$ cat config.mk
export PLATFORM = sky130hd
export DESIGN_NAME = drop_scheduler
export DESIGN_NICKNAME = d
export VERILOG_FILES = /design/src/rtl/drop_scheduler.sv
export SDC_FILE = /design/constraint.sdc
export NUM_CORES = 1
export LEC_CHECK = 0
export CELL_PAD_IN_SITES_DETAIL_PLACEMENT = 1
export CELL_PAD_IN_SITES_GLOBAL_PLACEMENT = 1
export CORE_AREA = 2 2 78 80
export DETAILED_ROUTE_END_ITERATION = 8
export DIE_AREA = 0 0 80 82
export DONT_BUFFER_PORTS = 1
export GPL_ROUTABILITY_DRIVEN = 0
export HOLD_SLACK_MARGIN = 0.06
export PLACE_DENSITY_LB_ADDON = 0.1
export SETUP_SLACK_MARGIN = 0.5
export SYNTH_ARGS = -nofsm -noshare
export SYNTH_HDL_FRONTEND = slang
export SYNTH_SLANG_ARGS = --single-unit
$ cat constraint.sdc
create_clock -name clk -period 2 [get_ports clk]
set_input_delay 0.5 -clock clk [delete_from_list [all_inputs] [get_ports clk]]
set_output_delay 0.5 -clock clk [all_outputs]
set_load 0.02 [all_outputs]
$ cat src/rtl/drop_scheduler.sv
// Tetris drop sequencer: arbitrates player moves against gravity, spawns, locks and detects game over.
// Define RANDOM_FIG_EN to draw figures from a 16-bit LFSR instead of the round-robin counter.
module drop_scheduler #(
    parameter int WIDTH          = 8,
    parameter int GRAVITY_PERIOD = 50,
    parameter int FIG_COUNT      = 7
) (
    input  logic             clk,
    input  logic             rst,
    input  logic             start,
    input  logic             req_left,
    input  logic             req_right,
    input  logic             req_rot,
    input  logic             is_move,
    input  logic             is_touch,
    input  logic             spawn_blocked,
    output logic [WIDTH-1:0] action,
    output logic [WIDTH-1:0] figure,
    output logic             is_load_fig,
    output logic             write_reg,
    output logic             write_mem,
    output logic             busy,
    output logic             game_over,
    output logic [15:0]      pieces
);

    localparam logic [2:0] S_IDLE   = 3'd0;
    localparam logic [2:0] S_SPAWN  = 3'd1;
    localparam logic [2:0] S_SCHK   = 3'd2;
    localparam logic [2:0] S_WAIT   = 3'd3;
    localparam logic [2:0] S_ISSUE  = 3'd4;
    localparam logic [2:0] S_COMMIT = 3'd5;
    localparam logic [2:0] S_LOCK   = 3'd6;
    localparam logic [2:0] S_OVER   = 3'd7;

    localparam logic [2:0] ACT_NOP   = 3'd0;
    localparam logic [2:0] ACT_LEFT  = 3'd1;
    localparam logic [2:0] ACT_RIGHT = 3'd2;
    localparam logic [2:0] ACT_ROT   = 3'd3;
    localparam logic [2:0] ACT_DOWN  = 3'd4;

    localparam int             CW      = $clog2(GRAVITY_PERIOD);
    localparam logic [CW-1:0]  CNT_MAX = CW'(GRAVITY_PERIOD - 1);

    logic [2:0]       r_state;
    logic [2:0]       r_act;
    logic [3:0]       r_pend;
    logic [CW-1:0]    r_grav_cnt;
    logic [2:0]       w_state_nxt;
    logic [2:0]       w_act_nxt;
    logic [2:0]       w_act_out;
    logic [3:0]       w_pend_clr;
    logic [3:0]       w_pend_set;
    logic             w_busy_cur;
    logic             w_counting;
    logic             w_grav_wrap;
    logic             w_spawn_entry;
    logic [WIDTH-1:0] w_next_fig;

    assign w_busy_cur    = (r_state != S_IDLE) && (r_state != S_OVER);
    assign w_counting    = (r_state == S_WAIT) || (r_state == S_ISSUE) || (r_state == S_COMMIT);
    assign w_grav_wrap   = w_counting && (r_grav_cnt == CNT_MAX);
    assign w_spawn_entry = (w_state_nxt == S_SPAWN);
    // Pending bits: {grav, rot, left, right}; a set in the clearing cycle wins.
    assign w_pend_set    = {w_grav_wrap, req_rot, req_left, req_right} & {4{w_busy_cur}};

`ifdef RANDOM_FIG_EN
    logic [15:0] r_lfsr;
    logic [31:0] w_lfsr_mod;

    function automatic logic [15:0] lfsr_step(input logic [15:0] s);
        lfsr_step = {s[14:0], s[15] ^ s[13] ^ s[12] ^ s[10]};
    endfunction

    assign w_lfsr_mod = {24'd0, r_lfsr[7:0]} % 32'(FIG_COUNT);
    assign w_next_fig = WIDTH'(w_lfsr_mod);

    // Figure LFSR, stepped once per spawn
    always_ff @(posedge clk or negedge rst) begin
        if (!rst) begin
            r_lfsr <= 16'hACE1;
        end else if (w_spawn_entry) begin
            r_lfsr <= lfsr_step(r_lfsr);
        end else begin
            r_lfsr <= r_lfsr;
        end
    end
`else
    logic [WIDTH-1:0] r_fig_cnt;

    assign w_next_fig = r_fig_cnt;

    // Round-robin figure counter, advanced once per spawn
    always_ff @(posedge clk or negedge rst) begin
        if (!rst) begin
            r_fig_cnt <= {WIDTH{1'b0}};
        end else if (w_spawn_entry) begin
            if (r_fig_cnt == WIDTH'(FIG_COUNT - 1)) begin
                r_fig_cnt <= {WIDTH{1'b0}};
            end else begin
                r_fig_cnt <= r_fig_cnt + WIDTH'(1);
            end
        end else begin
            r_fig_cnt <= r_fig_cnt;
        end
    end
`endif

    // Next-state, request selection and pending-clear decode
    always_comb begin
        w_state_nxt = r_state;
        w_act_nxt   = r_act;
        w_pend_clr  = 4'b0000;
        case (r_state)
            S_IDLE: begin
                if (start) begin
                    w_state_nxt = S_SPAWN;
                end else begin
                    w_state_nxt = S_IDLE;
                end
            end
            S_SPAWN: w_state_nxt = S_SCHK;
            S_SCHK: begin
                if (spawn_blocked) begin
                    w_state_nxt = S_OVER;
                end else begin
                    w_state_nxt = S_WAIT;
                end
            end
            S_WAIT: begin
                if (r_pend[3]) begin
                    w_state_nxt = S_ISSUE;
                    w_act_nxt   = ACT_DOWN;
                    w_pend_clr  = 4'b1000;
                end else if (r_pend[2]) begin
                    w_state_nxt = S_ISSUE;
                    w_act_nxt   = ACT_ROT;
                    w_pend_clr  = 4'b0100;
                end else if (r_pend[1]) begin
                    w_state_nxt = S_ISSUE;
                    w_act_nxt   = ACT_LEFT;
                    w_pend_clr  = 4'b0010;
                end else if (r_pend[0]) begin
                    w_state_nxt = S_ISSUE;
                    w_act_nxt   = ACT_RIGHT;
                    w_pend_clr  = 4'b0001;
                end else begin
                    w_state_nxt = S_WAIT;
                end
            end
            S_ISSUE: begin
                if (is_move) begin
                    w_state_nxt = S_COMMIT;
                end else if ((r_act == ACT_DOWN) && is_touch) begin
                    w_state_nxt = S_LOCK;
                end else begin
                    w_state_nxt = S_WAIT;
                end
            end
            S_COMMIT: w_state_nxt = S_WAIT;
            S_LOCK: begin
                w_state_nxt = S_SPAWN;
                w_pend_clr  = 4'b1111;
            end
            S_OVER:  w_state_nxt = S_OVER;
            default: w_state_nxt = S_IDLE;
        endcase
    end

    // Action driven in the upcoming state, so the registered output lines up with it
    always_comb begin
        w_act_out = ACT_NOP;
        case (w_state_nxt)
            S_ISSUE, S_COMMIT: w_act_out = w_act_nxt;
            S_LOCK:            w_act_out = ACT_DOWN;
            default:           w_act_out = ACT_NOP;
        endcase
    end

    // State, selected action and pending request bits
    always_ff @(posedge clk or negedge rst) begin
        if (!rst) begin
            r_state <= S_IDLE;
            r_act   <= ACT_NOP;
            r_pend  <= 4'b0000;
        end else begin
            r_state <= w_state_nxt;
            r_act   <= w_act_nxt;
            r_pend  <= (r_pend & ~w_pend_clr) | w_pend_set;
        end
    end

    // Gravity timer: runs only while a figure is in play, restarts on spawn
    always_ff @(posedge clk or negedge rst) begin
        if (!rst) begin
            r_grav_cnt <= {CW{1'b0}};
        end else if (w_spawn_entry || w_grav_wrap) begin
            r_grav_cnt <= {CW{1'b0}};
        end else if (w_counting) begin
            r_grav_cnt <= r_grav_cnt + CW'(1);
        end else begin
            r_grav_cnt <= r_grav_cnt;
        end
    end

    // Registered outputs decoded from the next state; strobes are one-hot by construction
    always_ff @(posedge clk or negedge rst) begin
        if (!rst) begin
            action      <= {WIDTH{1'b0}};
            figure      <= {WIDTH{1'b0}};
            is_load_fig <= 1'b0;
            write_reg   <= 1'b0;
            write_mem   <= 1'b0;
            busy        <= 1'b0;
            game_over   <= 1'b0;
            pieces      <= 16'd0;
        end else begin
            action      <= WIDTH'(w_act_out);
            is_load_fig <= (w_state_nxt == S_SPAWN);
            write_reg   <= (w_state_nxt == S_COMMIT);
            write_mem   <= (w_state_nxt == S_LOCK);
            busy        <= (w_state_nxt != S_IDLE) && (w_state_nxt != S_OVER);
            game_over   <= (w_state_nxt == S_OVER);
            if (w_spawn_entry) begin
                figure <= w_next_fig;
            end else begin
                figure <= figure;
            end
            if ((w_state_nxt == S_LOCK) && (r_state != S_LOCK)) begin
                pieces <= pieces + 16'd1;
            end else begin
                pieces <= pieces;
            end
        end
    end

endmodule

## Word level (Yosys, flattened, before mapping)

Index checks and enable logic that the tools add are counted.

- Logic and storage cells: 74
- Bits in registers: 56
- Bits of input ports: 9
- Output and inout bits: 37

- Mux-type cells: 23
- $add $sub $neg: 3
- Equal/unequal tests: 18
- Bitwise gates (word level): 4
- Reduce and logical (&&, ||, !) cells: 13

Operators by type and width:

| operator | number |
|---|---|
| $mux W3 | 13 |
| $eq A3 B3 Y1 const B | 9 |
| $pmux W3 S8 | 1 |
| $add A16 B1 Y16 const B | 1 |
| $mux W6 | 2 |
| $ne A3 B3 Y1 const B | 3 |
| $add A8 B1 Y8 const B | 1 |
| $and A4 B4 Y4 | 2 |
| $eq A8 B3 Y1 const B | 1 |
| $mux W8 | 1 |
| $pmux W4 S2 | 1 |
| $add A6 B1 Y6 const B | 1 |
| $eq A3 B1 Y1 const B | 2 |
| $eq A3 B2 Y1 const B | 2 |
| $eq A6 B6 Y1 const B | 1 |
| $pmux W3 S2 | 1 |
| $reduce_bool A3 Y1 | 2 |
| $logic_and A1 B1 Y1 | 5 |
| $mux W4 | 1 |
| $not A4 Y4 | 1 |
| $or A4 B4 Y4 | 1 |
| $logic_not A3 Y1 | 1 |
| $logic_or A1 B1 Y1 | 3 |
| $mux W1 | 2 |
| 3 further kinds | 3 |

## Depth between registers and ports, before layout

- Word-level depth: 8
- Mapped depth: 6
- Mapped depth without buffers: 6

## Worst setup path after synthesis

No wires, ideal clock.

- Path kind: register to register
- Start: reg r_state[1]
- End: reg figure[5]
- Setup time: 125 ps
- Stages on the path, launching flop included: 6
- Period minus slack after synthesis: 1783 ps
- Slack: 217 ps
- Data arrival time: 1658 ps
- Cells stage by stage: dfrtp_1 > buf_4 > or3b_1 > a21oi_4 > buf_6 > mux2_2

- Longest elaborated chain between the ends: 3

Ends and longest elaborated chain:

| element | RTL line | source |
|---|---|---|
| from (decl) | 45 | `logic [2:0] r_state;` |
| from (signal assigned) | 187 | `r_state <= w_state_nxt;` |
| $eq A3 B3 Y1, or another cell as far along | 114 | `case (r_state)` |
| $pmux W3 S8 * | 114 |  |
| $eq A3 B1 Y1 * | 63 | `assign w_spawn_entry = (w_state_nxt == S_SPAWN);` |
| net w_spawn_entry | 57 | `logic w_spawn_entry;` |
| to (signal assigned) | 210 | `figure <= {WIDTH{1'b0}};` |
| to (signal assigned) | 225 | `figure <= w_next_fig;` |
| to (signal assigned) | 227 | `figure <= figure;` |
| to (decl) | 18 | `output logic [WIDTH-1:0] figure,` |

Mark *: on every way through the listed nets, which the timed path passes. The rest lies on a longest branch.
A chain may end at the register's enable or synchronous reset.

## Worst setup path in the final report

- Start: reg r_state[2]
- End: reg pieces[10]

- Longest elaborated chain between the ends: 4

Ends and longest elaborated chain:

| element | RTL line | source |
|---|---|---|
| $eq A3 B3 Y1, or another cell as far along | 114 |  |
| $pmux W3 S8 | 114 |  |
| $eq A3 B3 Y1 | 229 | `if ((w_state_nxt == S_LOCK) && (r_state != S_LOCK)) begin` |
| $logic_and A1 B1 Y1 * | 229 |  |
| to (signal assigned) | 230 | `pieces <= pieces + 16'd1;` |
| to (signal assigned) | 232 | `pieces <= pieces;` |
| to (decl) | 24 | `output logic [15:0] pieces` |

Mark *: on every way between the ends. The rest lies on a longest branch, timed or not.

==> run summary <==
fin. max-slew vios -> 0
HPWL after DPL -> 4189 um
peak supply drop -> 0.0006283 V
XOR/XNOR Fraction of Synth Area -> 7.987%
DRT Pass-1 Iters -> 4
Worst Clk Skew -> 4.694 ps
Compound-Gate Fraction of Synth Area -> 11.14%
H-tree depth -> 2
slowest stage cell on the critical path -> dfrtp_2
WS Path Type -> reg2reg
Pleak -> 0.001609 uW
Post-layout nets -> 311
Seq cells post-synth -> 56
clk_lat worst skew -> 320 ps
total track usage -> 21.98%
# port buffers -> 0
most frequent cells in the layout -> 48 x dfrtp_1, 29 x buf_4, 20 x nand2_1
initial core utilization -> 47.71%
Max Buffers Root-to-Sink -> 2
Synth Area in Adders -> 2.282%
filler instances -> 597
ANT cells -> 0
Post-DP Area -> 0.002895 mm2
row cnt -> 28
largest net degree at the start of global routing -> 57
commonest non-fill, non-tap cell in the layout -> dfrtp_1
CTS tree -> yes
clock-pin slew on the worst setup and hold paths -> 90 ps
ys async rst share -> 100.0%
Final Cycle Share -> 90.13%
I/O pin total -> 46
simple-gate portion of the synthesized area -> 18.35%
initial antenna violation count -> 0
max incr delay on CP -> 450 ps
Max FO, Critical Path -> 5
1st-iter DRT viols -> 51
CP Launch Type -> register
Synth warnings -> 0
outcome -> finished with violations
worst r2r src -> r_state[2]
post-route cell area -> 0.003591 mm2
number of global-route vias before repair -> 2181
first-pass GRT wire length -> 10990 um
largest family of logic cells by synthesized area -> simple AND/OR/NAND/NOR gates
Post-route DRC -> 0
CP cell instances -> buf_6 > and2b_4 > a32oi_4 > buf_12 > a2111oi_4 > xor2_1
reg-to-reg endpoint -> pieces[10]
max_cap viols -> 0
DR vias/cell -> 5.731
Congestion Overflow GR -> 0
post-synthesis mux area share -> 4.473%
Hold Fails Final Rpt -> 56
Core Region -> 0.005746 mm2
failing checks -> negative hold slack
largest registers -> pieces: 16 flops, figure: 8 flops, r_fig_cnt: 8 flops
Mapped Area -> 0.002741 mm2
Placed Instances -> 335
Req. time, crit path -> 2230 ps
post-DR wirelength/cell -> 21.15 um
fraction of layout cells with a size suffix above 1 -> 37.37%
vias -> 2132
RSZ-0062 raised after global routing -> true
fmax -> 0.5548 GHz
post-route ant nets -> 0
Final min period -> 1803 ps
Critical Path AT -> 2040 ps
Num CTS Buffers -> 5
die height -> 82 um
Syn Area/Cell -> 10.67 um2
final worst slack -> 197.5 ps
TritonCTS Sinks -> 56
worst reg2reg path depth -> 6
cell count after synthesis -> 257
dpl ws -> 170.5 ps
Layout area overhead -> 30.99%
Cell Count, Final, Fillers Out -> 372
area of the multi-input gates -> 0.001556 mm2
Most used DFF post-synth -> dfrtp_1
Reg area -> 0.001411 mm2
PwrDens -> 1330 mW/mm2
Seq/Total Area, Yosys -> 51.12%
die area -> 0.006560 mm2
max reg flops -> 16
FF-to-FF setup slack -> 200 ps
final WL -> 7868 um
synth unique cells -> 58
clk root buf -> clkbuf_8
Top reg by flops -> pieces
Die Wd -> 80 um
final setup TNS -> 0 ps
Post-synth EDFFs -> 0
worst hold-check slack -> -132.2 ps
worst min path class -> in2async
critical path endpoint category -> register
final setup vio count -> 0
## stage by stage
step | total power [uW] | util [%]
floorplan | 2859 | -
global placement | 3208 | 50.39
detailed placement | 3254 | 50.39
CTS | 4354 | 57.64
global route | 5051 | 62.50
finish | 4777 | 62.50
## area by class of cell
cell class	count	area share (%)
clock buffers	7	2.683
inverters	10	1.185
multi-input cells	182	43.34
flip-flops and latches	56	39.30
well taps	75	2.613
repair buffers	42	10.87
## per-layer routing
metal  vias up  track usage, %  share of wire [%]
met5         -               0                  0
met3        10           5.385                4.9
met4         0           6.610                1.4
met1      1094           28.36                 41
li1        977               -                  -
met2        51           36.83                 53
## Yosys cell counts, drive strengths merged (3+ instances only)
cell type	n	share of area (%)
nor3b	3	0.82
xor2	12	3.8
a2111oi	3	1.3
nor2	22	3.0
a21oi	13	2.9
ha	5	2.3
xnor2	13	4.2
a211oi	4	1.1
o21ai	6	1.1
nand2	23	3.1
and3	5	1.1
nand4	8	1.8
dfrtp	56	51
nand3	9	1.6
mux2	10	4.1
inv	10	1.4
nor3	6	1.1
buf	11	2.9
## worst max-delay path by stage
stage	endpoint	slack (ps)	depth (start not counted)	startpoint
floorplan	figure[5]	290	4	start
global placement	pieces[10]	210	5	r_state[1]
detailed placement	pieces[10]	170	4	r_state[2]
CTS	action[1]	270	4	r_pend[3]
global route	pieces[10]	120	6	r_state[2]
finish	pieces[10]	200	6	r_state[2]
## power by group
| group | switching [uW] | internal, uW |
|---|---|---|
| registers | 421 | 1410 |
| logic | 1180 | 1100 |
| clock network | 357 | 309 |
## cell families after synthesis
family          after synthesis
mux                          11
fa+ha+maj                     5
simple gates                 94
other cells                   1
buf+inv                      23
compound gates               42
xor+xnor                     25
flops                        56
## critical path, delay by kind of cell, from the launching register on
kind | cells | cell delay [ps]
buffers and inverters | 2 | 310
AOI/OAI and AO/OA | 2 | 450
and+or+nand+nor | 1 | 290
xor gates and xnor gates | 1 | 220
DFF | 1 | 450
## timing repair
item                                    in CTS  in global routing
endpoints found under the setup margin      46                 48
gates resized for setup                     55                 30
pin swaps                                   13                 17
buffers inserted                            14                 16
hold endpoints to repair                    56                 56
(Power assumes the default switching activity.)
==> RTL edit 1 (same flow settings) <==
Register the output `pieces` once more, cleared by the reset; this adds one clock of latency there. The other outputs are not delayed to match.
--- a/src/rtl/drop_scheduler.sv
+++ b/src/rtl/drop_scheduler.sv
@@ -42,6 +42,8 @@
     localparam int             CW      = $clog2(GRAVITY_PERIOD);
     localparam logic [CW-1:0]  CNT_MAX = CW'(GRAVITY_PERIOD - 1);
 
+    logic [15:0] pieces_s0;
+
     logic [2:0]       r_state;
     logic [2:0]       r_act;
     logic [3:0]       r_pend;
@@ -213,7 +215,7 @@
             write_mem   <= 1'b0;
             busy        <= 1'b0;
             game_over   <= 1'b0;
-            pieces      <= 16'd0;
+            pieces_s0   <= 16'd0;
         end else begin
             action      <= WIDTH'(w_act_out);
             is_load_fig <= (w_state_nxt == S_SPAWN);
@@ -227,10 +229,18 @@
                 figure <= figure;
             end
             if ((w_state_nxt == S_LOCK) && (r_state != S_LOCK)) begin
-                pieces <= pieces + 16'd1;
+                pieces_s0 <= pieces_s0 + 16'd1;
             end else begin
-                pieces <= pieces;
-            end
+                pieces_s0 <= pieces_s0;
+            end
+        end
+    end
+
+    always_ff @(posedge clk or negedge rst) begin
+        if (!rst) begin
+            pieces <= '0;
+        end else begin
+            pieces <= pieces_s0;
         end
     end
 
Check against the original RTL: no difference found for any inputs over 10 cycles, from zero or initial values and one cycle with rst low; that may be too few to reach the edited logic, so the function may still have changed.
==> RTL edit 1 against the unedited design <==
The flow still finishes with violations (negative hold slack). Largest power group is now sequential cells. Setup slack better by 0.043 ns. Die area did not move. Design area increased by 12%. Count of clock-buffer cells in the layout increased by 3. Critical path type unchanged. Cell count grew 7.0%. Sequential cell count up 16. Wire length up 41%. Total power grew 20%. Core utilization grew 7.7 points. Synthesized area up 14%.
==> RTL edit 1: results (changes against the unedited design) <==
[place]
dp_hpwl_um = 4490  ; was 4190 µm
dp_slack_ns = 0.193  ; was 0.171 ns
dpl.cell_count = 350  ; was 335

[global_routing]
grt_pass1_wl_um = 13500  ; was 11000 µm
grt_max_degree = 73  ; was 57

[synthesis]
synth_compound_area_share_pct = 9.49  ; was 11.1%
yosysSeqAreaShare_pct = 57.4  ; was 51.1%
synthCells = 279  ; was 257
synthAdderAreaFrac_pct = 1.99  ; was 2.28%

[run_status]
status = finished with violations  ; unchanged
failed_checks = negative hold slack  ; unchanged

[clock_network]
postCtsSetupRepairBufs = 20  ; was 14
clock_latency_ns = 0.37  ; was 0.32 ns
h-tree-depth = 3  ; was 2
postCtsResizedCells = 19  ; was 55

[timing]
finalHoldViolCount = 72  ; was 56
whs_ns = -0.181  ; was -0.132 ns
skew_ns = 0.0237  ; was 0.00469 ns

[final_layout]
final_cells = 398  ; was 372
top_regs = pieces (16), pieces_s0 (16)  ; was pieces (16), figure (8), r_fig_cnt (8)
fin_util_pct = 70.2  ; was 62.5%

[worst_setup_path]
crit_end = pieces_s0[13]$_DFFE_PN0P_  ; was pieces[10]$_DFFE_PN0P_
max_stage_delay_ns = 0.47  ; was 0.45 ns
reg2reg_slack_ns = 0.24  ; was 0.20 ns

[detailed_routing]
vias = 2495  ; was 2132

[pwr]
peakVddDrop_v = 0.000987  ; was 0.000628 V
p_seq_share_pct = 39.3  ; was 38.3%
swShare_pct = 42.4  ; was 41.1%

==> RTL edit 1: cell types whose count changed in the layout (fill, tap and decap cells not counted), sizes merged, moves of 3 or more <==
cell | before | now
a2111oi | 3 | 0
a211oi | 4 | 1
buf | 42 | 38
clkbuf | 7 | 10
dfrtp | 56 | 72
mux2 | 10 | 1
nand2 | 23 | 37
nor2 | 22 | 19
nor2b | 1 | 5
o21ai | 6 | 11
o31ai | 0 | 3
xnor2 | 13 | 17
xor2 | 12 | 7
==> RTL edit 1: routing by layer <==
layer  GRT usage [%]  vias to the layer above  wire length [µm]
met4            12.5                        0               711
met5               0                        -                 0
li1                -                     1039                 -
met3            7.14                       47               535
met2            50.7                      102              5670
met1            32.5                     1307              4150
==> RTL edit 1: layout make-up <==
cell class,instances,share of cell area (%)
Sequential cell,72,44.8
Multi-Input combinational cell,190,38.8
Timing Repair Buffer,38,8.19
Inverter,7,0.775
Tap cell,75,2.33
Clock buffer,10,3.41
Clock inverter,6,1.67
==> RTL edit 2 (same flow settings) <==
Made on the original files. `FIG_COUNT`: 7 -> 5.
--- a/src/rtl/drop_scheduler.sv
+++ b/src/rtl/drop_scheduler.sv
@@ -3,7 +3,7 @@
 module drop_scheduler #(
     parameter int WIDTH          = 8,
     parameter int GRAVITY_PERIOD = 50,
-    parameter int FIG_COUNT      = 7
+    parameter int FIG_COUNT      = 5
 ) (
     input  logic             clk,
     input  logic             rst,
Behaviour: same outputs for any inputs over 10 cycles, from zero or initial values and one cycle with rst low; that may be too few to reach the edited logic, so the function may still have changed.
==> RTL edit 2 against the unedited design <==
The run still ends with negative hold slack left. Highest routed layer unchanged. Sequential cell count stayed put. Largest power group unchanged. Design area fell by 1.1%. Setup slack better by 0.18 ns. Total power up 3.4%. Synthesized area is 1.0% higher. Wire length decreased by 5.0%. Core utilization fell by 0.72 points.
==> RTL edit 2: results (changes against the unedited design) <==
[timing]
skew_ns = 0.00860  ; was 0.00469 ns
whs_ns = -0.121  ; was -0.132 ns
finalHoldViolCount = 56  ; unchanged
fmax_mhz = 615  ; was 555 MHz

[detailed_routing]
drt_pass1_iterations = 4  ; unchanged
routedWlPerCell_um = 19.3  ; was 21.2 µm
drt_iter0_markers = 101  ; was 51
vias = 2206  ; was 2132

[worst_setup_path]
path_max_fanout = 7  ; was 5
critical_path.slowest_cell = dfrtp_2  ; unchanged
r2r-start = r_state[1]$_DFF_PN0_  ; was r_state[2]$_DFF_PN0_
max_stage_delay_ns = 0.47  ; was 0.45 ns
reg2reg_slack_ns = 0.38  ; was 0.20 ns
crit_end = action[2]$_DFF_PN0_  ; was pieces[10]$_DFFE_PN0P_
r2r_cells = 7  ; was 6
reg2reg_to = action[2]$_DFF_PN0_  ; was pieces[10]$_DFFE_PN0P_

[clock_network]
clkTransAtPathRegs_ns = 0.10
clock_latency_ns = 0.30  ; was 0.32 ns
root_buffer = clkbuf_8  ; unchanged
h-tree-depth = 2  ; unchanged

[global_routing]
grt_max_degree = 57  ; unchanged
grt_pass1_vias = 2286  ; was 2181
grt_use_total_pct = 21.5  ; was 22.0%
grt_pass1_wl_um = 11000  ; about the same

[place]
io_buffers = 0  ; unchanged
dp_slack_ns = 0.192  ; was 0.171 ns
dp_hpwl_um = 4130  ; was 4190 µm

[synthesis]
yosysSeqAreaShare_pct = 50.6  ; was 51.1%
yosysUniqueCellTypes = 55  ; was 58
synth_edf_count = 0  ; unchanged
async_flop_share_pct = 100  ; unchanged
yosysWarnings = 0  ; unchanged
synth_area_leaders = dfrtp_1 51%, nand2_1 5.2%, xnor2_1 4.4%  ; was dfrtp_1 51%, xnor2_1 4.2%, xor2_1 3.8%
yosys-top-cells-count = 56 x dfrtp_1, 38 x nand2_1, 14 x xnor2_1, 12 x nor2_1  ; was 56 x dfrtp_1, 23 x nand2_1, 22 x nor2_1, 13 x xnor2_1, 12 x xor2_1

[run_status]
failed_checks = negative hold slack  ; unchanged
status = finished with violations  ; unchanged

[pwr]
peakVddDrop_v = 0.000699  ; was 0.000628 V
cellLeakagePower_nw = 1.72  ; was 1.61 nW

[hold_path]
min_path_type = in2async  ; unchanged

[final_layout]
nFillCells = 626  ; was 597
final_nets = 326  ; was 311
top_regs = pieces (16), figure (8), r_fig_cnt (8)  ; unchanged
layout-drive-gt1-share_pct = 39.1  ; was 37.4%

RTL edit 2: changes by cell type in the layout (fill, tap and decap cells not counted), moves of 6 or more:
cell     delta
xor2_1      -6
mux2_2      -6
buf_4      +15
nand2_1    +15
buf_6       -7
RTL edit 2: cell type report:
class / instances / area, µm² / area share (%)
multi-input cells: 189 / 1500 / 42.2
flip-flops and latches: 56 / 1420 / 39.9
clock inverters: 2 / 12.5 / 0.352
repair buffers: 50 / 419 / 11.8
well taps: 75 / 93.8 / 2.64
clock buffers: 5 / 68.8 / 1.94
inverters: 10 / 40.0 / 1.13
RTL edit 2: routing by layer:
layer | global-route usage, % | vias up | wire (µm)
li1 | - | 1017 | -
met1 | 26.8 | 1138 | 3290
met2 | 38.3 | 45 | 3870
met3 | 4.51 | 6 | 256
met4 | 5.42 | 0 | 62
met5 | 0 | - | 0
RTL edit 2: logic make-up (layout without fill, tap and decap cells):
family | Yosys count | after routing | synth area share (%)
other cells | 1 | 5 | 0.135
fa+ha+maj | 5 | 5 | 2.26
xor+xnor | 20 | 20 | 6.33
mux | 7 | 7 | 2.67
buf+inv | 27 | 67 | 5.33
compound gates | 40 | 41 | 10.2
flops | 56 | 56 | 50.6
simple gates | 111 | 111 | 22.5
RTL edit 2: worst min path at each step:
stage / to / slack, ns
final: figure[4]$_DFFE_PN0P_ / -0.12
after global routing: figure[2]$_DFFE_PN0P_ / -0.15
after global placement: figure[4]$_DFFE_PN0P_ / 0.21
after floorplan: action[0]$_DFF_PN0_ / 0.20
after CTS: figure[4]$_DFFE_PN0P_ / -0.14
after detailed placement: figure[4]$_DFFE_PN0P_ / 0.21
RTL edit 2: what timing repair did:
item                                    CTS  global route
endpoints found under the setup margin   41            39
pin swaps                                 9            14
gates cloned                              1             0
gates resized for setup                  34            33
setup buffers                            34             7
hold endpoints to repair                 56            56
RTL edit 2: power by group:
part / internal [mW] / switching, mW / leakage, nW / total, mW
logic: 1.30 / 1.21 / 0.968 / 2.50
registers: 1.42 / 0.411 / 0.709 / 1.83
clock network: 0.239 / 0.365 / 0.0400 / 0.604
RTL edit 2: worst max-delay path, delay by kind of cell, from the launching register on:
kind | cells | cell delay (ns)
compound gates | 2 | 0.42
buf+inv | 3 | 0.42
flops | 1 | 0.47
xor+xnor | 1 | 0.18
simple gates | 1 | 0.05
RTL edit 2: per-stage QoR:
step	hold WS [ns]	total power, mW	cell area (µm²)	std cells
after floorplan	0.204	2.91	2800	271
after global placement	0.206	3.16	2840	338
after detailed placement	0.206	3.21	2840	338
after CTS	-0.136	4.50	3350	380
after global routing	-0.147	5.22	3550	387
final	-0.121	4.94	3550	387
